[src/rtl/ins_enc_pkg.sv]
// Shared types and constants for the RV32IM instruction encoder.
// Format tags, the encoded word bundle and the output storage states.
package ins_enc_pkg;

  typedef enum logic [2:0] {
    FMT_R = 3'd0,
    FMT_I = 3'd1,
    FMT_S = 3'd2,
    FMT_B = 3'd3,
    FMT_U = 3'd4,
    FMT_J = 3'd5
  } enc_fmt_t;

  localparam logic [31:0] NOP_INS = 32'h0000_0013;

  typedef struct packed {
    logic [31:0] ins;
    logic        err;
  } enc_word_t;

  typedef enum logic [1:0] {
    ST_EMPTY = 2'd0,
    ST_ONE   = 2'd1,
    ST_TWO   = 2'd2
  } store_state_t;

  // True when v[31:lsb] are all copies of the sign bit, i.e. v fits as a
  // signed value of lsb+1 bits.
  function automatic logic upper_uniform(input logic [31:0] v, input logic [4:0] lsb);
    logic ok;
    ok = 1'b1;
    for (int b = 0; b < 32; b++) begin
      if (b >= int'(lsb) && v[b] != v[31]) ok = 1'b0;
    end
    return ok;
  endfunction

endpackage

[src/rtl/ins_pack.sv]
// Combinational field packer: decoded fields + format tag -> instruction word.
// Define ENC_RANGE_CHECK_EN to also flag immediates that do not fit the format.
module ins_pack
  import ins_enc_pkg::*;
(
  input  logic [2:0]  fmt_i,
  input  logic [6:0]  opcode_i,
  input  logic [4:0]  rd_i,
  input  logic [4:0]  rs1_i,
  input  logic [4:0]  rs2_i,
  input  logic [2:0]  funct3_i,
  input  logic [6:0]  funct7_i,
  input  logic [31:0] imm_i,
  output enc_word_t   word_o
);

  logic [31:0] ins_raw;
  logic        fmt_bad;
  logic        range_bad;

  always_comb begin
    ins_raw = NOP_INS;
    fmt_bad = 1'b0;
    case (fmt_i)
      FMT_R: ins_raw = {funct7_i, rs2_i, rs1_i, funct3_i, rd_i, opcode_i};
      FMT_I: ins_raw = {imm_i[11:0], rs1_i, funct3_i, rd_i, opcode_i};
      FMT_S: ins_raw = {imm_i[11:5], rs2_i, rs1_i, funct3_i, imm_i[4:0], opcode_i};
      FMT_B: ins_raw = {imm_i[12], imm_i[10:5], rs2_i, rs1_i, funct3_i,
                        imm_i[4:1], imm_i[11], opcode_i};
      FMT_U: ins_raw = {imm_i[31:12], rd_i, opcode_i};
      FMT_J: ins_raw = {imm_i[20], imm_i[10:1], imm_i[11], imm_i[19:12],
                        rd_i, opcode_i};
      default: begin
        ins_raw = NOP_INS;
        fmt_bad = 1'b1;
      end
    endcase
  end

`ifdef ENC_RANGE_CHECK_EN
  // Word is still built from truncated bits; only the error flag reflects overflow.
  always_comb begin
    range_bad = 1'b0;
    case (fmt_i)
      FMT_I, FMT_S: range_bad = !upper_uniform(imm_i, 5'd11);
      FMT_B:        range_bad = imm_i[0] || !upper_uniform(imm_i, 5'd12);
      FMT_J:        range_bad = imm_i[0] || !upper_uniform(imm_i, 5'd20);
      FMT_U:        range_bad = (imm_i[11:0] != 12'd0);
      default:      range_bad = 1'b0;
    endcase
  end
`else
  // Without the range check the branch/jump offset LSB never reaches the word.
  logic unused_imm_bit;
  assign unused_imm_bit = imm_i[0];
  assign range_bad      = 1'b0;
`endif

  assign word_o.ins = ins_raw;
  assign word_o.err = fmt_bad | range_bad;

endmodule

[src/rtl/ins_encoder.sv]
// Streaming RV32IM instruction encoder: valid/ready in and out, registered
// output stage plus one skid entry so back-pressure costs no throughput.
module ins_encoder
  import ins_enc_pkg::*;
#(
  parameter int CNT_W = 16
) (
  input  logic             clk,
  input  logic             rst_n,
  input  logic             in_valid,
  output logic             in_ready,
  input  logic [2:0]       fmt,
  input  logic [6:0]       opcode,
  input  logic [4:0]       rd,
  input  logic [4:0]       rs1,
  input  logic [4:0]       rs2,
  input  logic [2:0]       funct3,
  input  logic [6:0]       funct7,
  input  logic [31:0]      imm,
  output logic             out_valid,
  input  logic             out_ready,
  output logic [31:0]      ins,
  output logic             out_err,
  output logic [CNT_W-1:0] enc_count
);

  store_state_t     state_q, state_d;
  enc_word_t        out_q, skid_q;
  enc_word_t        new_word;
  logic [CNT_W-1:0] cnt_q;

  logic load_out_new;
  logic load_out_skid;
  logic load_skid;
  logic count_en;

  ins_pack u_pack (
    .fmt_i    (fmt),
    .opcode_i (opcode),
    .rd_i     (rd),
    .rs1_i    (rs1),
    .rs2_i    (rs2),
    .funct3_i (funct3),
    .funct7_i (funct7),
    .imm_i    (imm),
    .word_o   (new_word)
  );

  always_ff @(posedge clk or negedge rst_n) begin
    if (!rst_n) begin
      state_q <= ST_EMPTY;
    end else begin
      state_q <= state_d;
    end
  end

  // in_ready is decoded from state only, so in_valid alone decides an accept
  // outside ST_TWO.
  always_comb begin
    state_d = state_q;
    case (state_q)
      ST_EMPTY: if (in_valid) state_d = ST_ONE;
      ST_ONE: begin
        if (in_valid && !out_ready)      state_d = ST_TWO;
        else if (!in_valid && out_ready) state_d = ST_EMPTY;
      end
      ST_TWO:   if (out_ready) state_d = ST_ONE;
      default:  state_d = ST_EMPTY;
    endcase
  end

  always_comb begin
    in_ready      = 1'b1;
    out_valid     = 1'b0;
    load_out_new  = 1'b0;
    load_out_skid = 1'b0;
    load_skid     = 1'b0;
    case (state_q)
      ST_EMPTY: begin
        load_out_new = in_valid;
      end
      ST_ONE: begin
        out_valid    = 1'b1;
        load_out_new = in_valid && out_ready;
        load_skid    = in_valid && !out_ready;
      end
      ST_TWO: begin
        in_ready      = 1'b0;
        out_valid     = 1'b1;
        load_out_skid = out_ready;
      end
      default: begin
        in_ready  = 1'b1;
        out_valid = 1'b0;
      end
    endcase
    count_en = out_valid && out_ready;
  end

  always_ff @(posedge clk or negedge rst_n) begin
    if (!rst_n) begin
      out_q  <= '0;
      skid_q <= '0;
      cnt_q  <= '0;
    end else begin
      if (load_out_new) begin
        out_q <= new_word;
      end else if (load_out_skid) begin
        out_q <= skid_q;
      end
      if (load_skid) begin
        skid_q <= new_word;
      end
      if (count_en) begin
        cnt_q <= cnt_q + 1'b1;
      end
    end
  end

  assign ins       = out_q.ins;
  assign out_err   = out_q.err;
  assign enc_count = cnt_q;

endmodule

[config.mk]
export PLATFORM = sky130hd
export DESIGN_NAME = ins_encoder
export DESIGN_NICKNAME = d
export VERILOG_FILES = /design/src/rtl/ins_enc_pkg.sv /design/src/rtl/ins_pack.sv /design/src/rtl/ins_encoder.sv
export SDC_FILE = /design/constraint.sdc
export NUM_CORES = 1
export LEC_CHECK = 0
export CAP_MARGIN = 20
export CORE_MARGIN = 2
export CORE_UTILIZATION = 44
export DETAILED_ROUTE_END_ITERATION = 16
export PLACE_DENSITY = 0.73
export SLEW_MARGIN = 5
export SYNTH_ARGS = -nofsm -noshare
export SYNTH_HDL_FRONTEND = slang
export SYNTH_SLANG_ARGS = --single-unit
[constraint.sdc]
create_clock -name clk -period 4.25 [get_ports clk]
set_clock_uncertainty 0.1 [all_clocks]
set_input_delay 1.0625 -clock clk [delete_from_list [all_inputs] [get_ports clk]]
set_output_delay 1.0625 -clock clk [all_outputs]
set_load 0.05 [all_outputs]
==> results.toml, run 1 <==
[sta]
holdWs_ns = 0.372
tightest_slew_ns = 0.957
setup_viol = 0
final.min_clock_period_ns = 3.12
post-route-period-util_pct = 73.3
fin_ws_ns = 1.13
max_freq_mhz = 321
slew_headroom_pct = 36.2
fin_tns_setup_ns = 0
drv_slew = 0
rsz0062_at_grt = "false"
finalHoldViolCount = 0

[die]
die_y_um = 101
start_util_pct = 45.0
coreArea_um2 = 9200
die_x_um = 101
io_pins = 122
die-area_um2 = 10200
rows = 35

[critical_path]
critPathArrivalTime_ns = 1.95
reg2reg_setup_slack_ns = 2.01
r2r_cells = 7
worstSetupEndpointType = "output port"
crit_path_start_kind = "flop"
crit_fanout = 4
r2r-end = "ins[26]"
crit_required_ns = 3.09
r2r-start = "state_q[0]"
criticalPathCategory = "reg2out"

[placement]
post-dp-hpwl_um = 7630
placed_cells = 628
port_buffers = 121
gp_congestion = 0.855
dp_slack_ns = 1.00

[logic_synthesis]
async_reset_ff_share_pct = 100
synth_xor_xnor_area_share_pct = 3.17
synth_adder_area_share_pct = 2.11
synth-edff-count = 0
syn-cell-area_um2 = 4140
synth_mux_area_share_pct = 1.84
yosysSeqAreaShare_pct = 50.8
synth_top_area_share_pct = 50.8
synthDistinctLibCells = 36
syn_nets = 501
synth_flop_cell = "dfrtp_1"
synth-compound-area-share_pct = 21.4
synth_top_family_by_area = "compound AO/OA/AOI/OAI gates"
syn_area_per_cell_um2 = 9.79
synth_warnings = 0
synth_largest_area_cell = "dfrtp_1"
synthCells = 423
synth.area.top_cells = "dfrtp_1 (51%), nand2_1 (5.8%), a211oi_1 (4.7%)"
synth-simple-area-share_pct = 15.9
ys_ff_latch = 84

[power]
power.leakage_nw = 2.42
p_sw_w = 0.00177
p_int_w = 0.00215
power.share.clock_pct = 16.1
p_comb_share_pct = 49.5
p_seq_share_pct = 34.5
switching_share_pct = 45.1
finalPower_w = 0.00392
power.density_nw_per_um2 = 699
ir_drop_mv = 0.402

[cts]
numCtsBuffers = 9
path_clk_slew_ns = 0.09
cts_root_buf = "clkbuf_8"
cts_htree_levels = 3
postCtsHoldBufs = 0
postCtsSetupRepairBufs = 0
post_cts_resized = 0
clock_sinks = 84
clk_latency_ns = 0.35
cts_tree = "done"
ctsLongestPathBuffers = 2

[final_layout]
mostFrequentLayoutCells = "clkdlybuf4s50_1 (120), dfrtp_1 (84), nand2_1 (63)"
final_common_cell = "clkdlybuf4s50_1"
areaGrowthSynthToFinish_pct = 35.4
drive_gt1_share_pct = 7.12
finalNonFillerCells = 645
antenna_cells = 0
nNetsFinal = 607

[worst_hold_path]
whs_endpoint = "enc_count[15]"
hp-class = "reg2reg"
min_from = "enc_count[15]"
worstHoldPathCells = 1

[global_routing]
grt_max_degree = 85
antenna_found_initial = 0
grt_use_total_pct = 21.8
grt_pass1_wl_um = 17400
grt_pass1_vias = 3518
overflow = 0

[route]
via_per_inst = 5.71
avgRoutedWirePerCell_um = 17.0
antenna_left = 0
routed_wl_um = 11000
initialDrtViolationCount = 164
num_vias = 3680
drc_errors = 0
first_pass_iters = 4

[run_status]
status = "complete, no violations"

[flow_run]
cap_violations = 0
[synthesized netlist by cell type (2+ instances only)]
| cell | number |
|---|---|
| buf_4 | 3 |
| buf_2 | 14 |
| a22oi_1 | 22 |
| nor3_1 | 3 |
| a21oi_1 | 37 |
| o21ai_0 | 17 |
| xnor2_1 | 13 |
| and2_1 | 3 |
| mux2i_1 | 2 |
| clkbuf_1 | 13 |
| a31oi_1 | 8 |
| nand3_1 | 10 |
| ha_1 | 7 |
| a22oi_2 | 2 |
| nor2_2 | 4 |
| a22o_1 | 5 |
| nor2b_1 | 9 |
| mux2_2 | 3 |
| inv_1 | 7 |
| o22a_1 | 6 |
| nor2_1 | 4 |
| and4_1 | 3 |
| xor2_1 | 2 |
| o21ai_1 | 13 |
| a211oi_1 | 26 |
| buf_6 | 3 |
| dfrtp_1 | 84 |
| nand2_1 | 64 |
| nand4_1 | 3 |
| and3_1 | 27 |
[how the worst max path moves through the flow]
stage                          start         end  slack [ns]
after detailed placement      fmt[2]  skid_q[15]        1.00
after CTS                 state_q[0]   out_valid        1.11
after global placement        fmt[2]  skid_q[14]        1.07
final                     state_q[0]   out_valid        1.13
after floorplan            out_ready  state_q[0]        1.96
after global routing      state_q[0]   out_valid        1.05
[metrics by stage]
stage | instance area, µm² | utilization (%)
after floorplan | 4140 | -
after global placement | 5360 | 58.3
after detailed placement | 5360 | 58.3
after CTS | 5580 | 60.7
after global routing | 5610 | 61.0
final | 5610 | 61.0
[layout make-up]
class,count,area (µm²)
sequential,84,2100
clock inverter,5,85.1
multi-input combinational,299,1840
inverter,7,26.3
tap,111,139
timing repair buffer,128,1280
fill,802,3590
clock buffer,11,131
[flip-flops by register name (all words and copies together) (netlist names)]
register and cells:
state_q 2, ins 32, enc_count 16, out_err 1
skid_q 33
[worst max-delay path, cell delays in order (launching register included)]
cell	delay, ns
dfrtp_1	0.40
inv_1	0.08
ha_1	0.32
clkdlybuf4s50_1	0.81
[power groups by stage]
stage / Sequential (W) / Clock, W / Combinational [W]
5_1_grt: 0.00139 / 0.000665 / 0.00206
4_1_cts: 0.00135 / 0.000631 / 0.00194
3_5_place_dp: 0.00136 / 0 / 0.00193
3_3_place_gp: 0.00135 / 0 / 0.00191
2_1_floorplan: 0.00197 / 0 / 0.000660
6_report: 0.00135 / 0.000629 / 0.00194
[cell families (layout without fill, tap and decap cells)]
logic type | after synthesis | in the layout
adder cells (fa/ha/maj) | 7 | 7
AND/OR/NAND/NOR | 133 | 133
buffers and inverters | 40 | 151
XOR/XNOR | 15 | 15
multiplexers | 6 | 6
flip-flops | 84 | 84
AO/OA/AOI/OAI | 138 | 138
[layer usage]
| metal | track usage, % | up-vias | part of all wire [%] |
|---|---|---|---|
| met3 | 3.95 | 18 | 6.8 |
| li1 | - | 1737 | - |
| met5 | 0 | - | 0 |
| met4 | 8.84 | 0 | 2.1 |
| met1 | 29.9 | 1783 | 44 |
| met2 | 34.4 | 142 | 47 |
(Power assumes the default switching activity.)
==> run 2, diff against run 1 <==
==> constraint.sdc (replaced) <==
create_clock -name clk -period 3.1 [get_ports clk]
set_clock_uncertainty 0.1 [all_clocks]
set_input_delay 0.775 -clock clk [delete_from_list [all_inputs] [get_ports clk]]
set_output_delay 0.775 -clock clk [all_outputs]
set_load 0.05 [all_outputs]
==> run 2 against run 1 <==
Net effect:
- clock power up 27%
- highest routed layer unchanged
- wire length up 0.49%
- core utilization about the same
- sequential share of layout area about the same
- setup slack worse by 0.90 ns
- clock-buffer cell count up 1
- first-iteration DRC count up 40%
- register-to-register slack worse by 1.0 ns
- critical path type unchanged
- sequential power up 37%
- combinational power up 37%
- hold slack worse by 0.037 ns
- largest power group unchanged
==> results.toml, run 2 (same netlist as run 1, synthesis figures left out) <==
[run_status]
status = "complete, no violations"

[critical_path]
critPathArrivalTime_ns = 1.99
cpPeakStageDelay_ns = 0.82
worstSetupEndpointType = "output port"
r2r_cells = 5
criticalPathCategory = "reg2out"
r2r-start = "state_q[1]"
reg2reg_setup_slack_ns = 0.97
slowest_stage = "clkdlybuf4s50_1"
crit_path_start_kind = "flop"
crit_required_ns = 2.22
cp-startpoint = "state_q[1]"
r2r-end = "ins[25]"
crit_fanout = 3
path_cells = "inv_1 -> ha_1 -> clkdlybuf4s50_1"

[die]
rows = 35
die_y_um = 101
start_util_pct = 45.0
io_pins = 122
die-area_um2 = 10200
coreArea_um2 = 9200
die_x_um = 101

[final_layout]
antenna_cells = 0
largest_reg_flops = 33
registers.top_by_ff_count = "skid_q"
mostFrequentLayoutCells = "clkdlybuf4s50_1 (119), dfrtp_1 (84), nand2_1 (63)"
finalNonFillerCells = 648
nNetsFinal = 610
areaGrowthSynthToFinish_pct = 35.3
drive_gt1_share_pct = 8.01
post-route-util_pct = 61.0
final_common_cell = "clkdlybuf4s50_1"

[sta]
rsz0062_at_grt = "false"
slew_headroom_pct = 37.3
finalHoldViolCount = 0
holdWs_ns = 0.336
setup_viol = 0
drv_slew = 0
max_freq_mhz = 349
tightest_slew_ns = 0.940
fin_tns_setup_ns = 0
post-route-period-util_pct = 92.4
final.min_clock_period_ns = 2.86

[cts]
cts_root_buf = "clkbuf_8"
ctsLongestPathBuffers = 2
numCtsBuffers = 9
cts_tree = "done"
cts_htree_levels = 3
postCtsHoldBufs = 0
clk_latency_ns = 0.35
postCtsSetupRepairBufs = 0
post_cts_resized = 0
clock_sinks = 84
path_clk_slew_ns = 0.08

[flow_run]
cap_violations = 0

[route]
first_pass_iters = 5
routed_wl_um = 11000
antenna_left = 0
num_vias = 3718
via_per_inst = 5.74
initialDrtViolationCount = 229
avgRoutedWirePerCell_um = 17.0
drc_errors = 0

[power]
power.density_nw_per_um2 = 948
finalPower_w = 0.00531
power.leakage_nw = 2.43
ir_drop_mv = 0.409

[global_routing]
antenna_found_initial = 0
grt_pass1_wl_um = 18500
overflow = 0
grt_use_total_pct = 22.9
grt_pass1_vias = 3768
grt_max_degree = 52

[placement]
gp_congestion = 0.814
post-dp-hpwl_um = 7860
placed_cells = 632
port_buffers = 121

[worst_hold_path]
hp-class = "in2async"
run 2: cell count changes in the layout (fill, tap and decap cells not counted):
cell / before / now
inv_6: 1 / 0
clkinv_2: 0 / 2
buf_4: 7 / 11
buf_16: 1 / 0
clkbuf_8: 9 / 11
bufinv_16: 2 / 1
clkdlybuf4s50_1: 120 / 119
clkbuf_1: 2 / 1
clkinv_4: 1 / 0
buf_12: 0 / 1
run 2: cell type report:
class | count | area, µm²
Clock buffer | 12 | 155
Clock inverter | 4 | 47.5
Fill cell | 785 | 3590
Inverter | 7 | 26.3
Multi-Input combinational cell | 299 | 1840
Sequential cell | 84 | 2100
Tap cell | 111 | 139
Timing Repair Buffer | 131 | 1290
run 2: through the flow:
stage | area (µm²) | setup slack (ns)
after global placement | 5400 | 0.383
after detailed placement | 5400 | 0.280
after CTS | 5610 | 0.217
final | 5610 | 0.236
after global routing | 5610 | 0.159
after floorplan | 4140 | 1.01
run 2: critical path: cells and delay by family, from the launching register on:
family | cells | cell delay [ns]
adders and majority gates | 1 | 0.33
buffers and inverters | 2 | 0.91
DFF | 1 | 0.39
run 2: how the worst max path moves through the flow:
stage	end	cells after the start
finish	out_valid	3
CTS	out_valid	3
global route	out_valid	3
floorplan	enc_count[13]	7
detailed placement	ins[19]	5
global placement	enc_count[15]	6
run 2: per-layer routing:
layer	vias to the layer above	GRT usage [%]	share of wire, %
li1	1733	-	-
met1	1826	29.5	42
met2	139	37.1	49
met3	20	5.20	6.7
met4	0	9.77	2.4
met5	-	0	0
run 2: power by group:
part           internal (W)  switching [W]  total, W
Combinational      0.000924        0.00174   0.00266
Clock              0.000414       0.000385  0.000799
Sequential          0.00156       0.000288   0.00185
Total               0.00290        0.00241   0.00531
==> run 3, diff against run 2 <==
--- a/config.mk
+++ b/config.mk
@@ -10,6 +10,7 @@
 export CORE_UTILIZATION = 44
 export DETAILED_ROUTE_END_ITERATION = 16
 export PLACE_DENSITY = 0.73
+export RECOVER_POWER = 50
 export SLEW_MARGIN = 5
 export SYNTH_ARGS = -nofsm -noshare
 export SYNTH_HDL_FRONTEND = slang
==> run 3 against run 2 <==
Net effect:
- flip-flop and latch count is the same
- final area shrank 0.56%
- sequential share of layout area up 0.21 points
- largest power group unchanged
- highest routed layer unchanged
==> results.toml, run 3 (same netlist as run 1, synthesis figures left out) <==
[critical_path]
critPathArrivalTime_ns = 1.99
r2r_cells = 5
crit_fanout = 3
criticalPathCategory = "reg2out"
cpPeakStageDelay_ns = 0.82
crit_required_ns = 2.22
crit_family = "buffers and inverters"
r2r-end = "skid_q[0]"
worstSetupEndpointType = "output port"
path_cells = "inv_1 -> ha_1 -> clkdlybuf4s50_1"
slowest_stage = "clkdlybuf4s50_1"
path_buf_inv = 2
reg2reg_setup_slack_ns = 0.91
critical_path.endpoint = "out_valid"
crit_path_start_kind = "flop"
cp-startpoint = "state_q[1]"
cp_num_cells = 3
r2r-start = "state_q[1]"

[route]
initialDrtViolationCount = 230
met1_length_um = 4630
maxUsedRoutingLayer = "met4"
avgRoutedWirePerCell_um = 17.0
first_pass_iters = 5
wl_met2_um = 5360
wl_met3_um = 747
antenna_left = 0
via_per_inst = 5.70
num_vias = 3696
drc_errors = 0
routed_wl_um = 11000

[die]
rows = 35
die_y_um = 101
die_x_um = 101
coreArea_um2 = 9200
die-area_um2 = 10200
io_pins = 122
start_util_pct = 45.0

[global_routing]
grt_pass1_vias = 3768
overflow = 0
grt_use_total_pct = 22.9
antenna_found_initial = 0
grt_pass1_wl_um = 18500
grt_max_degree = 52

[final_layout]
largest_reg_flops = 33
final_common_cell = "clkdlybuf4s50_1"
seq_area_um2 = 2100
mostFrequentLayoutCells = "clkdlybuf4s50_1 (118), dfrtp_1 (84), nand2_1 (63)"
antenna_cells = 0
nFillCells = 790
areaGrowthSynthToFinish_pct = 34.6
nNetsFinal = 610
registers.top_by_ff_count = "skid_q"
post-route-util_pct = 60.6
multi_input_area_um2 = 1830
drive_gt1_share_pct = 7.45

[cts]
clk_latency_ns = 0.35
ctsLongestPathBuffers = 2
cts_root_buf = "clkbuf_8"
postCtsHoldBufs = 0
numCtsBuffers = 9
cts_htree_levels = 3
path_clk_slew_ns = 0.08
cts_tree = "done"
clock_sinks = 84
postCtsSetupRepairBufs = 0
post_cts_resized = 0

[power]
switching_share_pct = 45.4
power.density_nw_per_um2 = 950
p_int_w = 0.00289
p_sw_w = 0.00240
ir_drop_mv = 0.405
power.share.clock_pct = 15.1
p_comb_share_pct = 49.9
p_seq_share_pct = 35.0
power.leakage_nw = 2.42

[sta]
finalHoldViolCount = 0
setup_viol = 0
tightest_slew_ns = 1.26
drv_slew = 0
slew_headroom_pct = 15.9
fin_tns_setup_ns = 0
post-route-period-util_pct = 92.4
rsz0062_at_grt = "false"
final.min_clock_period_ns = 2.86
max_freq_mhz = 349

[worst_hold_path]
hp-class = "reg2reg"
min_from = "enc_count[15]"

[placement]
post-dp-hpwl_um = 7860
gp_congestion = 0.814
port_buffers = 121

[flow_run]
cap_violations = 0

[run_status]
status = "complete, no violations"
run 3: changes by cell type in the layout (fill, tap and decap cells not counted), moves of 3 or more:
| cell | before | now |
|---|---|---|
| clkbuf_2 | 0 | 3 |
| o21ai_0 | 17 | 21 |
| buf_4 | 11 | 8 |
| o21ai_1 | 13 | 9 |
run 3: power by group through the flow:
stage,registers [W],clock network [W],logic (W)
finish,0.00185,0.000799,0.00264
detailed placement,0.00186,0,0.00267
global placement,0.00184,0,0.00260
global route,0.00190,0.000861,0.00284
CTS,0.00185,0.000805,0.00268
floorplan,0.00270,0,0.000904
run 3: final cells by class:
| cell class | instances | share of cell area (%) |
|---|---|---|
| sequential | 84 | 37.7 |
| multi-input combinational | 299 | 32.9 |
| timing repair buffer | 131 | 22.8 |
| clock buffer | 12 | 2.78 |
| tap | 111 | 2.49 |
| clock inverter | 4 | 0.853 |
| inverter | 7 | 0.471 |
run 3: metrics by stage:
step | instances | hold slack [ns] | worst slack [ns] | area (µm²) | power, W
5_1_grt | 648 | 0.397 | 0.128 | 5570 | 0.00561
3_5_place_dp | 632 | 0.363 | 0.280 | 5400 | 0.00453
4_1_cts | 648 | 0.366 | 0.217 | 5610 | 0.00533
6_report | 648 | 0.371 | 0.236 | 5570 | 0.00529
3_3_place_gp | 632 | 0.356 | 0.383 | 5400 | 0.00444
2_1_floorplan | 423 | 0.342 | 1.01 | 4140 | 0.00360
run 3: worst min-delay path by stage:
stage	to	slack, ns	cells after the start
floorplan	skid_q[10]	0.34	2
global placement	skid_q[8]	0.36	2
detailed placement	skid_q[3]	0.36	2
CTS	skid_q[19]	0.37	1
global route	skid_q[3]	0.40	2
finish	enc_count[15]	0.37	1
run 3: metal layers:
metal  track usage, %  up-vias
met1             29.5     1800
li1                 -     1733
met4             9.77        0
met3             5.20       22
met5                0        -
met2             37.1      141
